===== src/rtl/seg_scan_if.sv =====
// seg_scan_if
// Bundles the score-display signals between the game logic and the display
// scheduler.
//   game_state : 0=idle, 1=play, 2=over, 3=idle
//   score_bcd  : live score, 4 BCD nibbles, [3:0]=units
//   hi_bcd     : high score, same format
//   SEGMENT    : active-low segments, bit7=a .. bit1=g, bit0=dp
//   AN         : active-low digit enables, AN[0]=units digit
// master = score sources / board side, slave = seg_scan_scheduler.
interface seg_scan_if;
    logic [1:0]  game_state;
    logic [15:0] score_bcd;
    logic [15:0] hi_bcd;
    logic [7:0]  SEGMENT;
    logic [3:0]  AN;

    modport master (
        output game_state,
        output score_bcd,
        output hi_bcd,
        input  SEGMENT,
        input  AN
    );

    modport slave (
        input  game_state,
        input  score_bcd,
        input  hi_bcd,
        output SEGMENT,
        output AN
    );
endinterface


===== src/rtl/seg_scan_scheduler.sv =====
// seg_scan_scheduler
// Drives the shared 4-digit 7-segment display.
// The source is chosen from the game phase:
//   - idle: high score, with the decimal point on the units digit.
//   - play: live score, with leading zeros suppressed.
//   - game over: a blinking score view alternates with a steady high-score view.
// The scheduler time-multiplexes the four digits and encodes BCD to segments.
// Ports:
//   clk   : system clock
//   reset : asynchronous, active-high reset
//   bus   : seg_scan_if.slave
//           inputs:  game_state, score_bcd, hi_bcd
//           outputs: SEGMENT, AN (both registered)
// The phase and source are only sampled at frame start, when digit 0 is
// about to be driven, so a frame never mixes two sources.
module seg_scan_scheduler #(
    parameter int SCAN_CYCLES  = 50000,
    parameter int BLINK_FRAMES = 64,
    parameter int HOLD_FRAMES  = 128
) (
    input  logic        clk,
    input  logic        reset,
    seg_scan_if.slave   bus
);
    localparam int SCAN_W  = (SCAN_CYCLES > 1) ? $clog2(SCAN_CYCLES) : 1;
    localparam int BLINK_W = $clog2(BLINK_FRAMES + 1);
    localparam int HOLD_W  = $clog2(HOLD_FRAMES + 1);
    localparam logic [SCAN_W-1:0]  SCAN_LAST  = SCAN_W'(SCAN_CYCLES - 1);
    localparam logic [BLINK_W-1:0] BLINK_LAST = BLINK_W'(BLINK_FRAMES - 1);
    localparam logic [HOLD_W-1:0]  HOLD_LAST  = HOLD_W'(HOLD_FRAMES - 1);

    typedef enum logic [1:0] {
        S_IDLE       = 2'd0,
        S_PLAY       = 2'd1,
        S_OVER_SCORE = 2'd2,
        S_OVER_HI    = 2'd3
    } state_t;

    // BCD nibble to active-low segments; anything above 9 shows a dash.
    function automatic logic [7:0] seg_encode(input logic [3:0] nib);
        logic [7:0] seg;
        case (nib)
            4'd0:    seg = 8'h03;
            4'd1:    seg = 8'h9F;
            4'd2:    seg = 8'h25;
            4'd3:    seg = 8'h0D;
            4'd4:    seg = 8'h99;
            4'd5:    seg = 8'h49;
            4'd6:    seg = 8'h41;
            4'd7:    seg = 8'h1F;
            4'd8:    seg = 8'h01;
            4'd9:    seg = 8'h09;
            default: seg = 8'hFD;
        endcase
        return seg;
    endfunction

    // Returns {AN, SEGMENT} for digit d of frame value fv in view st.
    function automatic logic [11:0] digit_drive(input state_t st, input logic [15:0] fv,
                                                input logic phase_on, input logic [1:0] d);
        logic [3:0] nib;
        logic [7:0] seg;
        logic [3:0] an;
        logic       lz_blank;
        nib = 4'(fv >> {d, 2'b00});
        seg = seg_encode(nib);
        an  = ~(4'b0001 << d);
        // The shift drops the lower digits, so zero means this digit and
        // every higher digit are 0.
        lz_blank = (d != 2'd0) && ((fv >> {d, 2'b00}) == 16'd0);
        case (st)
            S_IDLE: seg = (d == 2'd0) ? {seg[7:1], 1'b0} : seg;
            S_PLAY: seg = lz_blank ? 8'hFF : seg;
            S_OVER_SCORE: begin
                an  = phase_on ? an  : 4'b1111;
                seg = phase_on ? seg : 8'hFF;
            end
            default: seg = seg;
        endcase
        return {an, seg};
    endfunction

    logic [SCAN_W-1:0]  scan_cnt_r;
    logic [1:0]         idx_r;
    state_t             state_r;
    logic [15:0]        frame_r;
    logic               phase_on_r;
    logic [BLINK_W-1:0] blink_cnt_r;
    logic [HOLD_W-1:0]  hold_cnt_r;
    logic [3:0]         an_r;
    logic [7:0]         seg_r;

    logic               tick_s;
    logic               frame_start_s;
    state_t             state_nx_s;
    logic               phase_nx_s;
    logic [BLINK_W-1:0] blink_nx_s;
    logic [HOLD_W-1:0]  hold_nx_s;
    logic [15:0]        frame_nx_s;
    logic [11:0]        drive_s;

    assign tick_s        = (scan_cnt_r == SCAN_LAST);
    assign frame_start_s = tick_s && (idx_r == 2'd0);

    // Next view state and counters, applied only at frame start.
    always_comb begin
        state_nx_s = state_r;
        phase_nx_s = phase_on_r;
        blink_nx_s = blink_cnt_r;
        hold_nx_s  = hold_cnt_r;
        case (bus.game_state)
            2'd1: begin
                state_nx_s = S_PLAY;
                phase_nx_s = 1'b1;
                blink_nx_s = '0;
                hold_nx_s  = '0;
            end
            2'd2: begin
                case (state_r)
                    S_OVER_SCORE: begin
                        if (hold_cnt_r == HOLD_LAST) begin
                            state_nx_s = S_OVER_HI;
                            phase_nx_s = 1'b1;
                            blink_nx_s = '0;
                            hold_nx_s  = '0;
                        end else begin
                            hold_nx_s = hold_cnt_r + HOLD_W'(1);
                            if (blink_cnt_r == BLINK_LAST) begin
                                blink_nx_s = '0;
                                phase_nx_s = ~phase_on_r;
                            end else begin
                                blink_nx_s = blink_cnt_r + BLINK_W'(1);
                            end
                        end
                    end
                    S_OVER_HI: begin
                        if (hold_cnt_r == HOLD_LAST) begin
                            state_nx_s = S_OVER_SCORE;
                            phase_nx_s = 1'b1;
                            blink_nx_s = '0;
                            hold_nx_s  = '0;
                        end else begin
                            hold_nx_s = hold_cnt_r + HOLD_W'(1);
                        end
                    end
                    default: begin
                        state_nx_s = S_OVER_SCORE;
                        phase_nx_s = 1'b1;
                        blink_nx_s = '0;
                        hold_nx_s  = '0;
                    end
                endcase
            end
            default: begin
                state_nx_s = S_IDLE;
                phase_nx_s = 1'b1;
                blink_nx_s = '0;
                hold_nx_s  = '0;
            end
        endcase
    end

    assign frame_nx_s = ((state_nx_s == S_PLAY) || (state_nx_s == S_OVER_SCORE))
                        ? bus.score_bcd : bus.hi_bcd;

    // Digit 0 must already reflect the view chosen on this tick, so it uses
    // the next-state values instead of the registers.
    assign drive_s = frame_start_s
                     ? digit_drive(state_nx_s, frame_nx_s, phase_nx_s, idx_r)
                     : digit_drive(state_r, frame_r, phase_on_r, idx_r);

    // Scan timing, view FSM, frame snapshot and registered display outputs.
    always_ff @(posedge clk or posedge reset) begin
        if (reset) begin
            scan_cnt_r  <= '0;
            idx_r       <= 2'd0;
            state_r     <= S_IDLE;
            frame_r     <= 16'd0;
            phase_on_r  <= 1'b1;
            blink_cnt_r <= '0;
            hold_cnt_r  <= '0;
            an_r        <= 4'b1111;
            seg_r       <= 8'hFF;
        end else begin
            scan_cnt_r <= tick_s ? '0 : scan_cnt_r + SCAN_W'(1);
            if (tick_s) begin
                an_r  <= drive_s[11:8];
                seg_r <= drive_s[7:0];
                idx_r <= idx_r + 2'd1;
            end
            if (frame_start_s) begin
                state_r     <= state_nx_s;
                frame_r     <= frame_nx_s;
                phase_on_r  <= phase_nx_s;
                blink_cnt_r <= blink_nx_s;
                hold_cnt_r  <= hold_nx_s;
            end
        end
    end

    assign bus.AN      = an_r;
    assign bus.SEGMENT = seg_r;
endmodule

===== src/flat_wrapper.sv =====
// flat-port wrapper written by rule: the top's interface ports become plain ports
module seg_scan_scheduler_flat 
#(
    parameter int SCAN_CYCLES  = 50000,
    parameter int BLINK_FRAMES = 64,
    parameter int HOLD_FRAMES  = 128
)
  (clk, reset, bus_game_state, bus_score_bcd, bus_hi_bcd, bus_SEGMENT, bus_AN);
  seg_scan_if bus_i ();
  input  logic clk;
  input  logic reset;
  input wire logic [$bits(bus_i.game_state)-1:0] bus_game_state;
  input wire logic [$bits(bus_i.score_bcd)-1:0] bus_score_bcd;
  input wire logic [$bits(bus_i.hi_bcd)-1:0] bus_hi_bcd;
  output wire logic [$bits(bus_i.SEGMENT)-1:0] bus_SEGMENT;
  output wire logic [$bits(bus_i.AN)-1:0] bus_AN;
  assign bus_i.game_state = bus_game_state;
  assign bus_i.score_bcd = bus_score_bcd;
  assign bus_i.hi_bcd = bus_hi_bcd;
  assign bus_SEGMENT = bus_i.SEGMENT;
  assign bus_AN = bus_i.AN;
  seg_scan_scheduler #(.SCAN_CYCLES(SCAN_CYCLES), .BLINK_FRAMES(BLINK_FRAMES), .HOLD_FRAMES(HOLD_FRAMES)) u_core (.clk(clk), .reset(reset), .bus(bus_i));
endmodule

===== config.mk =====
export PLATFORM = sky130hd
export DESIGN_NAME = seg_scan_scheduler_flat
export DESIGN_NICKNAME = d
export VERILOG_FILES = /design/src/rtl/seg_scan_if.sv /design/src/rtl/seg_scan_scheduler.sv /design/src/flat_wrapper.sv
export SDC_FILE = /design/constraint.sdc
export NUM_CORES = 1
export LEC_CHECK = 0
export ABC_AREA = 0
export BUFFER_PORTS_ARGS = -buffer_cell sky130_fd_sc_hd__buf_4
export CAP_MARGIN = 20
export CORE_MARGIN = 4
export CORE_UTILIZATION = 35
export DETAILED_ROUTE_END_ITERATION = 10
export PLACE_DENSITY_LB_ADDON = 0.2
export SLEW_MARGIN = 10
export SYNTH_ARGS = -nofsm -noshare
export SYNTH_HDL_FRONTEND = slang
export SYNTH_SLANG_ARGS = --single-unit

===== constraint.sdc =====
create_clock -name clk -period 5.1 [get_ports clk]
set_input_delay 1.53 -clock clk [delete_from_list [all_inputs] [get_ports clk]]
set_output_delay 1.53 -clock clk [all_outputs]
set_load 0.05 [all_outputs]

## Word level (Yosys, flattened, before mapping)

Memory sizes are Yosys's and may differ from the RTL's.
Cells that the tools add are included.

| word-level totals | value |
|---|---|
| register bits | 64 |
| bits in read-only memories | 224 |
| input bits | 36 |
| output and inout bits | 12 |
| word-level logic and storage cells | 75 |
| memories | 2 |

Memories:

| name | words | width | rd ports | clocked after Yosys merged registers in | write ports | RTL line | text |
|---|---|---|---|---|---|---|---|
| (name not given) | 16 | 7 | 1 | 0 | 0 | seg_scan_scheduler.sv:42 | `case (nib)` |
| (name not given) | 16 | 7 | 1 | 0 | 0 | seg_scan_scheduler.sv:42 |  |

| operators by class | value |
|---|---|
| add/sub/neg operators | 4 |
| equality and inequality tests | 11 |
| shifts and indexed selects | 3 |
| mux-type cells | 32 |
| bitwise operators | 2 |
| reductions and logical operators | 12 |

Operators by type and width:

| cell | number |
|---|---|
| $mux W8 | 7 |
| $pmux W8 S3 | 2 |
| $logic_not A16 Y1 | 2 |
| $mux W16 | 2 |
| $shr A16 B4 Y16 | 2 |
| $mux W7 | 4 |
| $add A16 B1 Y16 const B | 1 |
| $eq A16 B16 Y1 const B | 1 |
| $mux W4 | 4 |
| $pmux W7 S2 | 1 |
| $mux W12 | 1 |
| $add A8 B1 Y8 const B | 1 |
| $eq A2 B2 Y1 const B | 4 |
| $eq A8 B7 Y1 const B | 1 |
| $pmux W2 S2 | 2 |
| $add A7 B1 Y7 const B | 1 |
| $eq A7 B6 Y1 const B | 1 |
| $eq A2 B1 Y1 const B | 3 |
| $logic_not A2 Y1 | 3 |
| $mux W1 | 6 |
| $mux W2 | 2 |
| $not A4 Y4 | 1 |
| $shl A1 B2 Y4 const A | 1 |
| $logic_and A1 B1 Y1 | 3 |
| 8 further kinds | 8 |

## Logic depth before layout (Yosys ltp)

Gate-level depths: netlist of the first run.

| depth | value |
|---|---|
| depth in word-level cells | 13 |
| gate-level depth with buffers | 17 |
| gate-level depth less buffers | 16 |

## Least setup slack after synthesis of the first run

OpenSTA, ideal clock, no wires.

| timing path | value |
|---|---|
| kind | input to register |
| from | input bus_game_state[0] |
| to | register u_core.seg_r[6] (netlist: u_core.bus.SEGMENT[6]) |
| arrival time | 4.637 ns |
| data required time | 5.003 ns |
| path slack | 0.366 ns |
| cell stages on the path | 15 |
| cell sequence | inv_1 -> ha_1 -> inv_1 -> a211oi_1 -> o21bai_1 -> ha_1 -> buf_6 -> mux4_1 -> mux2i_1 -> ha_1 -> nor3b_1 -> o21ai_0 -> o21bai_2 -> a221oi_2 -> o41ai_2 |

| between the ends | value |
|---|---|
| word-level cells in the longest chain between the ends | 11 |
| elaborated cells on any way between the ends | 17 |
| those cells by class | 4 x eq/ne; 1 x shift; 7 x mux; 4 x reduce/logical; 1 x memory |

RTL lines:

| item | RTL line | text |
|---|---|---|
| start, declared | flat_wrapper.sv:12 | `input wire logic [$bits(bus_i.game_state)-1:0] bus_game_state;` |
| $eq A2 B2 Y1 or $eq A2 B1 Y1 (tied branches) | seg_scan_scheduler.sv:111 | `case (bus.game_state)` |
| $pmux W2 S2 * | seg_scan_scheduler.sv:111 |  |
| via u_core.state_nx_s[1] | seg_scan_scheduler.sv:95 | `state_t state_nx_s;` |
| parallel branches: the longest is 7 deep, another holds $mem_v2 Z16 W7 | -- |  |
| $pmux W8 S3 * | seg_scan_scheduler.sv:71 | `case (st)` |
| $mux W12 * | seg_scan_scheduler.sv:169 | `? digit_drive(state_nx_s, frame_nx_s, phase_nx_s, idx_r)` |
| end signal, assigned | seg_scan_scheduler.sv:188 | `seg_r <= drive_s[7:0];` |
| end, declared | seg_scan_scheduler.sv:91 | `logic [7:0] seg_r;` |

Mark *: on every way through the listed nets, which the timed path passes.
A chain may end at the register's enable or synchronous reset.

## Worst setup path after layout of the first run

Same ends and word-level chain as after synthesis.

==> results of run 1 <==
==> kinds of logic after synthesis <==
group / Yosys count / synth area share (%)
and+or+nand+nor: 170 / 18.9
AOI/OAI and AO/OA: 113 / 15.9
DFF: 64 / 37.2
muxes: 39 / 13.0
buffers and inverters: 37 / 3.63
adders and majority gates: 27 / 7.78
xor gates and xnor gates: 18 / 3.63
==> layout by cell type (no fill, tap or decap), types with 8 or more instances in the layout <==
cell,Yosys,routed
buf_4,0,57
nor2_1,56,56
dfrtp_1,51,51
nand2_1,39,39
a21oi_1,39,39
o21ai_0,32,32
ha_1,27,27
mux2i_1,24,24
inv_1,17,16
nand3_1,14,14
dfstp_2,13,13
xor2_1,12,12
and3_1,9,9
clkbuf_16,0,9
nor3_1,8,8
==> metal layers <==
metal / global-route usage, % / wire, µm / vias up
met2: 25.8 / 5280 / 71
met3: 3.09 / 373 / 17
li1: - / - / 1786
met5: 0 / 0 / -
met1: 21.0 / 5150 / 1745
met4: 5.73 / 212 / 0
==> cell usage after synthesis, drive strengths merged, types with 2 or more instances <==
master / instances / share of area [%]
buf: 5 / 0.86
or3: 3 / 0.43
mux4: 10 / 5.6
xnor2: 6 / 1.2
o22ai: 2 / 0.29
o21bai: 2 / 0.43
nand3: 14 / 1.6
dfstp: 13 / 7.9
nor3: 8 / 0.92
a21oi: 39 / 4.5
o31ai: 4 / 0.69
and2: 3 / 0.43
nor4: 7 / 1.0
clkbuf: 14 / 1.2
mux2: 3 / 0.78
o211ai: 2 / 0.35
nand4: 4 / 0.58
a22oi: 2 / 0.35
nand2: 39 / 3.4
or4: 3 / 0.52
nor2b: 6 / 0.86
a31oi: 5 / 0.72
and3: 9 / 1.3
o21a: 4 / 0.69
nand2b: 7 / 1.0
o21ai: 33 / 3.9
nor2: 56 / 4.8
ha: 27 / 7.8
o41ai: 2 / 0.58
inv: 17 / 1.5
xor2: 12 / 2.4
nor4b: 2 / 0.40
a21o: 5 / 0.86
dfrtp: 51 / 29
or2: 4 / 0.58
a211oi: 7 / 1.2
mux2i: 26 / 6.6
==> critical path, stage by stage <==
cell,delay [ps]
buf_4,110
inv_1,50
ha_1,150
inv_1,60
a211oi_1,160
o21bai_1,110
ha_1,550
mux4_1,650
mux2i_4,250
ha_1,210
nor3b_1,240
o21ai_0,190
o21bai_2,170
a221oi_2,90
o41ai_2,300
==> power breakdown <==
| group | total [mW] | internal, mW | switching (mW) |
|---|---|---|---|
| Clock | 0.705 | 0.476 | 0.229 |
| Sequential | 0.517 | 0.515 | 0.00199 |
| Combinational | 0.193 | 0.0865 | 0.106 |
| Total | 1.41 | 1.08 | 0.338 |
==> final cells by class <==
type	instances	share of cell area [%]
clock buffer	10	4.37
clock inverter	6	2.05
inverter	18	1.29
multi-input combinational	367	49.2
sequential	64	30.9
tap	168	4.01
timing repair buffer	57	8.17
==> state kept, by name, indices dropped and copies added (netlist names) <==
signal,flops
u_core.frame_r,16
u_core.blink_cnt_r,7
u_core.bus.SEGMENT,8
u_core.hold_cnt_r,8
u_core.idx_r,2
u_core.state_r,2
u_core.phase_on_r,1
u_core.bus.AN,4
u_core.scan_cnt_r,16
==> path summary, 6_finish.rpt <==
kind | startpoint | endpoint | slack, ps | depth (start not counted)
setup / recovery | bus_game_state[0] | u_core.bus.SEGMENT[6] | 500 | 15
hold / removal | u_core.scan_cnt_r[0] | u_core.scan_cnt_r[0] | 460 | 1
setup reg to reg | u_core.hold_cnt_r[0] | u_core.bus.SEGMENT[6] | 880 | 15
hold reg to reg | u_core.scan_cnt_r[0] | u_core.scan_cnt_r[0] | 460 | 1
max in group asynchronous | reset | u_core.bus.AN[0] | 2860 | 3
min in group asynchronous | reset | u_core.blink_cnt_r[3] | 1330 | 2
==> through the flow <==
step	util, %	instances	hold slack (ps)
after floorplan	-	468	425
after global placement	40.6	674	446
after detailed placement	40.6	674	458
after CTS	43.4	690	466
after global routing	43.4	690	495
final	43.4	690	457
==> metrics.md, run 1 <==
| Metric | Value |
|---|---|
| Core area | 0.0121 mm² |
| Worst Skew | 9.67 ps |
| Sequential area share after synthesis | a little under two fifths |
| Syn nets | 531 |
| # rows | 40 |
| I/O pin total | 48 |
| Top FF cell, synth | dfrtp_1 |
| Layout Nets | 580 |
| Global-route wire length before repair | 18100 µm |
| Ratio of final minimum period to clock period | 90.1% |
| Status | finished, final reports clean |
| Pwr dens | 270 mW/mm² |
| F_max | 218 MHz |
| Worst IR drop on VDD | 0.168 mV |
| Clock sink total | 64 |
| Antenna Cells | 0 |
| Unrepaired setup endpoints after global routing | no |
| DRT Wirelength | 11000 µm |
| Reg clk slew, reported paths | roughly 60 ps |
| DRC Markers | 0 |
| Mapped Area | 0.00434 mm² |
| Via Count | 3619 |
| Postcts setup bufs | 0 |
| Slew headroom | 29.7% |
| Tmin final | 4600 ps |
| Die Ht | 119 µm |
| Max_cap viols | 0 |
| Worst setup margin | 503 ps |
| Vias in the first global route | 3599 |
| Clk buf depth | 2 |
| Post-synth ARST share | between 90% and 100% |
| CTS tree | yes |
| Via density | 5.24 |
| Antenna violations before repair | 0 |
| Worst min-delay path class | reg2reg |
| Footprint of the multi-input gates | 0.00258 mm² |
| Die Width | 119 µm |
| Dpl cell area | 0.00490 mm² |
| EDFF count, synth | 0 |
| First DRT Iteration DRCs | approximately 310 |
| Setup TNS | 0 ps |
| Critical path required time | 5340 ps |
| Worst slack at placement | 150 ps |
| H-Tree Depth | 3 |
| Synth warn | 0 |
| Final Setup Violations | 0 |
| Design Area, Final | roughly 0.0052 mm² |
| Fill cell count | 1148 |
| Remaining global-route overflow | 0 |
| Layout cells sized above 1 | 20.3% |
| Post-route ant nets | 0 |
| Final hold vios | 0 |
| Final Power | 1.41 mW |
| DRT Pass-1 Iters | 5 |
| Initial core utilization | 36.0% |
| Synth Area per Inst | 9.28 µm² |
| Syn Inst Count | around 470 |
| CP endpoint kind | flop |
| Gpl congestion | 0.894 |
| CTS Root Cell | clkbuf_16 |
| Post-CTS Hold Fix Bufs | 0 |
| Synthesized flop and latch total | 64 |
| WP data arrival | 4840 ps |
| CTS Buf Count | 9 |
| Tightest Pin Transition | between 1000 and 1500 ps |
| Die area | 0.0143 mm² |
| Gr usage total | between 10% and 20% |
| Type of origin of the critical path | input port |
| Leakage power total | 2.24 nW |
| Pin count of the biggest net entering global routing | 47 |
| P&R area growth vs syn | 20.6% |
| Post-cts sizing count | 0 |
| Unique masters post-synth | 56 |
| Routed len/inst | around 16 µm |
| Clk_lat worst skew | 340 ps |
| Crit Path Max Fanout | 8 |
| Final Max Slew Viols | 0 |
| Setup CP Type | in2reg |
| Seq. cell area | around 0.0016 mm² |
| Post-DP HPWL | 8320 µm |
| IO buf count | 47 |
(Power assumes the default switching activity.)
==> run 2: changes to the inputs <==
REMOVE_ABC_BUFFERS = 1   (was unset)
==> run 2 against run 1 <==
Sequential power barely moved. Hold slack better by 6.5 ps. Critical endpoint unchanged. Flip-flop and latch count unchanged. Count of clock-buffer cells in the layout up 1. Fmax is 0.60% lower.
==> metrics.md, run 2 (synthesized netlist as in run 1, its figures left out) <==
| Metric | Value |
|---|---|
| Status | finished, final reports clean |
| Unrepaired setup endpoints after global routing | no |
| Post-route ant nets | 0 |
| Post-CTS Hold Fix Bufs | 0 |
| Pwr dens | 253 mW/mm² |
| CTS tree | yes |
| Clock power frac | 46.4% |
| Regs by FF count | u_core.frame_r (16), u_core.scan_cnt_r (16) |
| Vias in the first global route | 3600 |
| Gr usage total | 16.7% |
| Global-route wire length before repair | 18900 µm |
| Worst min-delay path class | reg2reg |
| Antenna Cells | 0 |
| Type of origin of the critical path | input port |
| Max_cap viols | 0 |
| Crit-path slowest cell | mux4_1 |
| P&R area growth vs syn | 20.2% |
| Reg-to-Reg End | u_core.bus.SEGMENT[6] |
| DRT Pass-1 Iters | 6 |
| Seq. cell area | 0.00162 mm² |
| Initial core utilization | 36.0% |
| Pin count of the biggest net entering global routing | 47 |
| Setup TNS | 0 ps |
| Tightest Pin Transition | 756 ps |
| WHS Path Cells | 1 |
| Worst IR drop on VDD | 0.143 mV |
| Cells on worst reg2reg path | 15 |
| F_max | 216 MHz |
| Clock sink total | 64 |
| Critical path required time | 5340 ps |
| Layout Nets | 582 |
| DRC Markers | 0 |
| Reg2reg setup slack | just over 800 ps |
| Core area | 0.0121 mm² |
| # rows | 40 |
| Combinational power share | around 14% |
| Die Ht | 119 µm |
| Hold Startpoint | u_core.scan_cnt_r[0] |
| IO buf count | 47 |
| Via density | 5.21 |
| Ratio of final minimum period to clock period | between 90% and 100% |
| Routed len/inst | 16.1 µm |
| Layout cells sized above 1 | between 20% and 30% |
| Clk_lat worst skew | 330 ps |
| Final Max Slew Viols | 0 |
| Crit Path Max Fanout | 10 |
| DP Cell Count | 675 |
| Worst hold slack | 463 ps |
| Dpl cell area | 0.00491 mm² |
| CP endpoint kind | flop |
| CP cell instances | buf_4 > inv_1 > ha_1 > inv_1 > a211oi_1 > o21bai_1 > ha_1 > mux4_1 > mux2i_1 > ha_1 > nor3b_1 > o21ai_0 > o21bai_2 > a221oi_2 > o41ai_2 |
| Slew headroom | between 40 and 50% |
| CP most frequent cell | ha_1 |
| Die area | 0.0143 mm² |
| Clk buf depth | 2 |
| DRT Wirelength | ~11000 µm |
| Fill cell count | 1221 |
| First DRT Iteration DRCs | 198 |
| Final Power | 1.32 mW |
| Leakage power total | 2.23 nW |
| Most common cell after layout, fill and taps aside | buf_4 |
| Worst Skew | roughly 6.3 ps |
| Worst Hold End | u_core.scan_cnt_r[0] |
| Reg2Reg Launch Point | u_core.hold_cnt_r[0] |
| Sw frac | 25.0% |
| CTS Buf Count | 9 |
| Tmin final | around 4600 ps |
| I/O pin total | 48 |
| Worst setup margin | 475 ps |
| Setup CP Type | in2reg |
| P_sw | 0.331 mW |
| Gpl congestion | between 0.8 and 0.9 |
| Post-cts sizing count | 0 |
| WP data arrival | 4860 ps |
| Post-layout util | between 40% and 50% |
| Design Area, Final | 0.00522 mm² |
| Final hold vios | 0 |
| Die Width | 119 µm |
| Reg power frac | between 30% and 40% |
| Postcts setup bufs | 0 |
| H-Tree Depth | 3 |
| Reg clk slew, reported paths | 60 ps |
| Most frequent cells in the layout | buf_4, nor2_1, dfrtp_1 |
| Antenna violations before repair | 0 |
| CTS Root Cell | clkbuf_16 |
| Finished Layout Cells | 692 |
| Cell Int Power | 0.993 mW |
| Worst path max stage delay | 600 ps |
| Remaining global-route overflow | 0 |
| Via Count | about 3600 |
| Post-DP HPWL | 8640 µm |
| Footprint of the multi-input gates | 0.00258 mm² |
| Worst slack at placement | roughly 160 ps |
| Final Setup Violations | 0 |
run 2: layout make-up:
type / count / share of cell area (%)
sequential: 64 / 31.0
timing repair buffer: 59 / 8.62
inverter: 18 / 1.29
clock buffer: 11 / 4.65
tap: 168 / 4.02
clock inverter: 5 / 1.08
multi-input combinational: 367 / 49.4
run 2: metal layers:
metal	part of all wire, %	up-vias	track usage, %	wire length [µm]
li1	-	1785	-	-
met1	47	1739	22.7	5280
met2	47	66	26.9	5280
met3	3.6	14	3.13	404
met4	1.7	0	5.08	194
met5	0	-	0	0
run 2: critical path: cells and delay by family:
kind            cells  cell delay (ps)
compound gates      6             1040
fa+ha+maj           3              940
mux                 2              870
buf+inv             3              220
simple gates        1              240
run 2: worst max-delay path by stage:
stage	slack [ps]	start	cells after the start	to
2_1_floorplan	-1740	u_core.idx_r[0]	8	u_core.blink_cnt_r[5]
3_3_place_gp	180	bus_game_state[0]	15	u_core.bus.SEGMENT[6]
3_5_place_dp	160	bus_game_state[0]	15	u_core.bus.SEGMENT[7]
4_1_cts	490	bus_game_state[0]	15	u_core.bus.SEGMENT[6]
5_1_grt	170	bus_game_state[0]	15	u_core.bus.SEGMENT[6]
6_report	470	bus_game_state[0]	15	u_core.bus.SEGMENT[6]
run 2: power by group through the flow:
stage | clock network, mW | registers, mW | logic, mW
2_1_floorplan | 0 | 0.538 | 0.111
3_3_place_gp | 0 | 0.525 | 0.192
3_5_place_dp | 0 | 0.525 | 0.193
4_1_cts | 0.633 | 0.517 | 0.193
5_1_grt | 0.653 | 0.517 | 0.211
6_report | 0.615 | 0.517 | 0.192
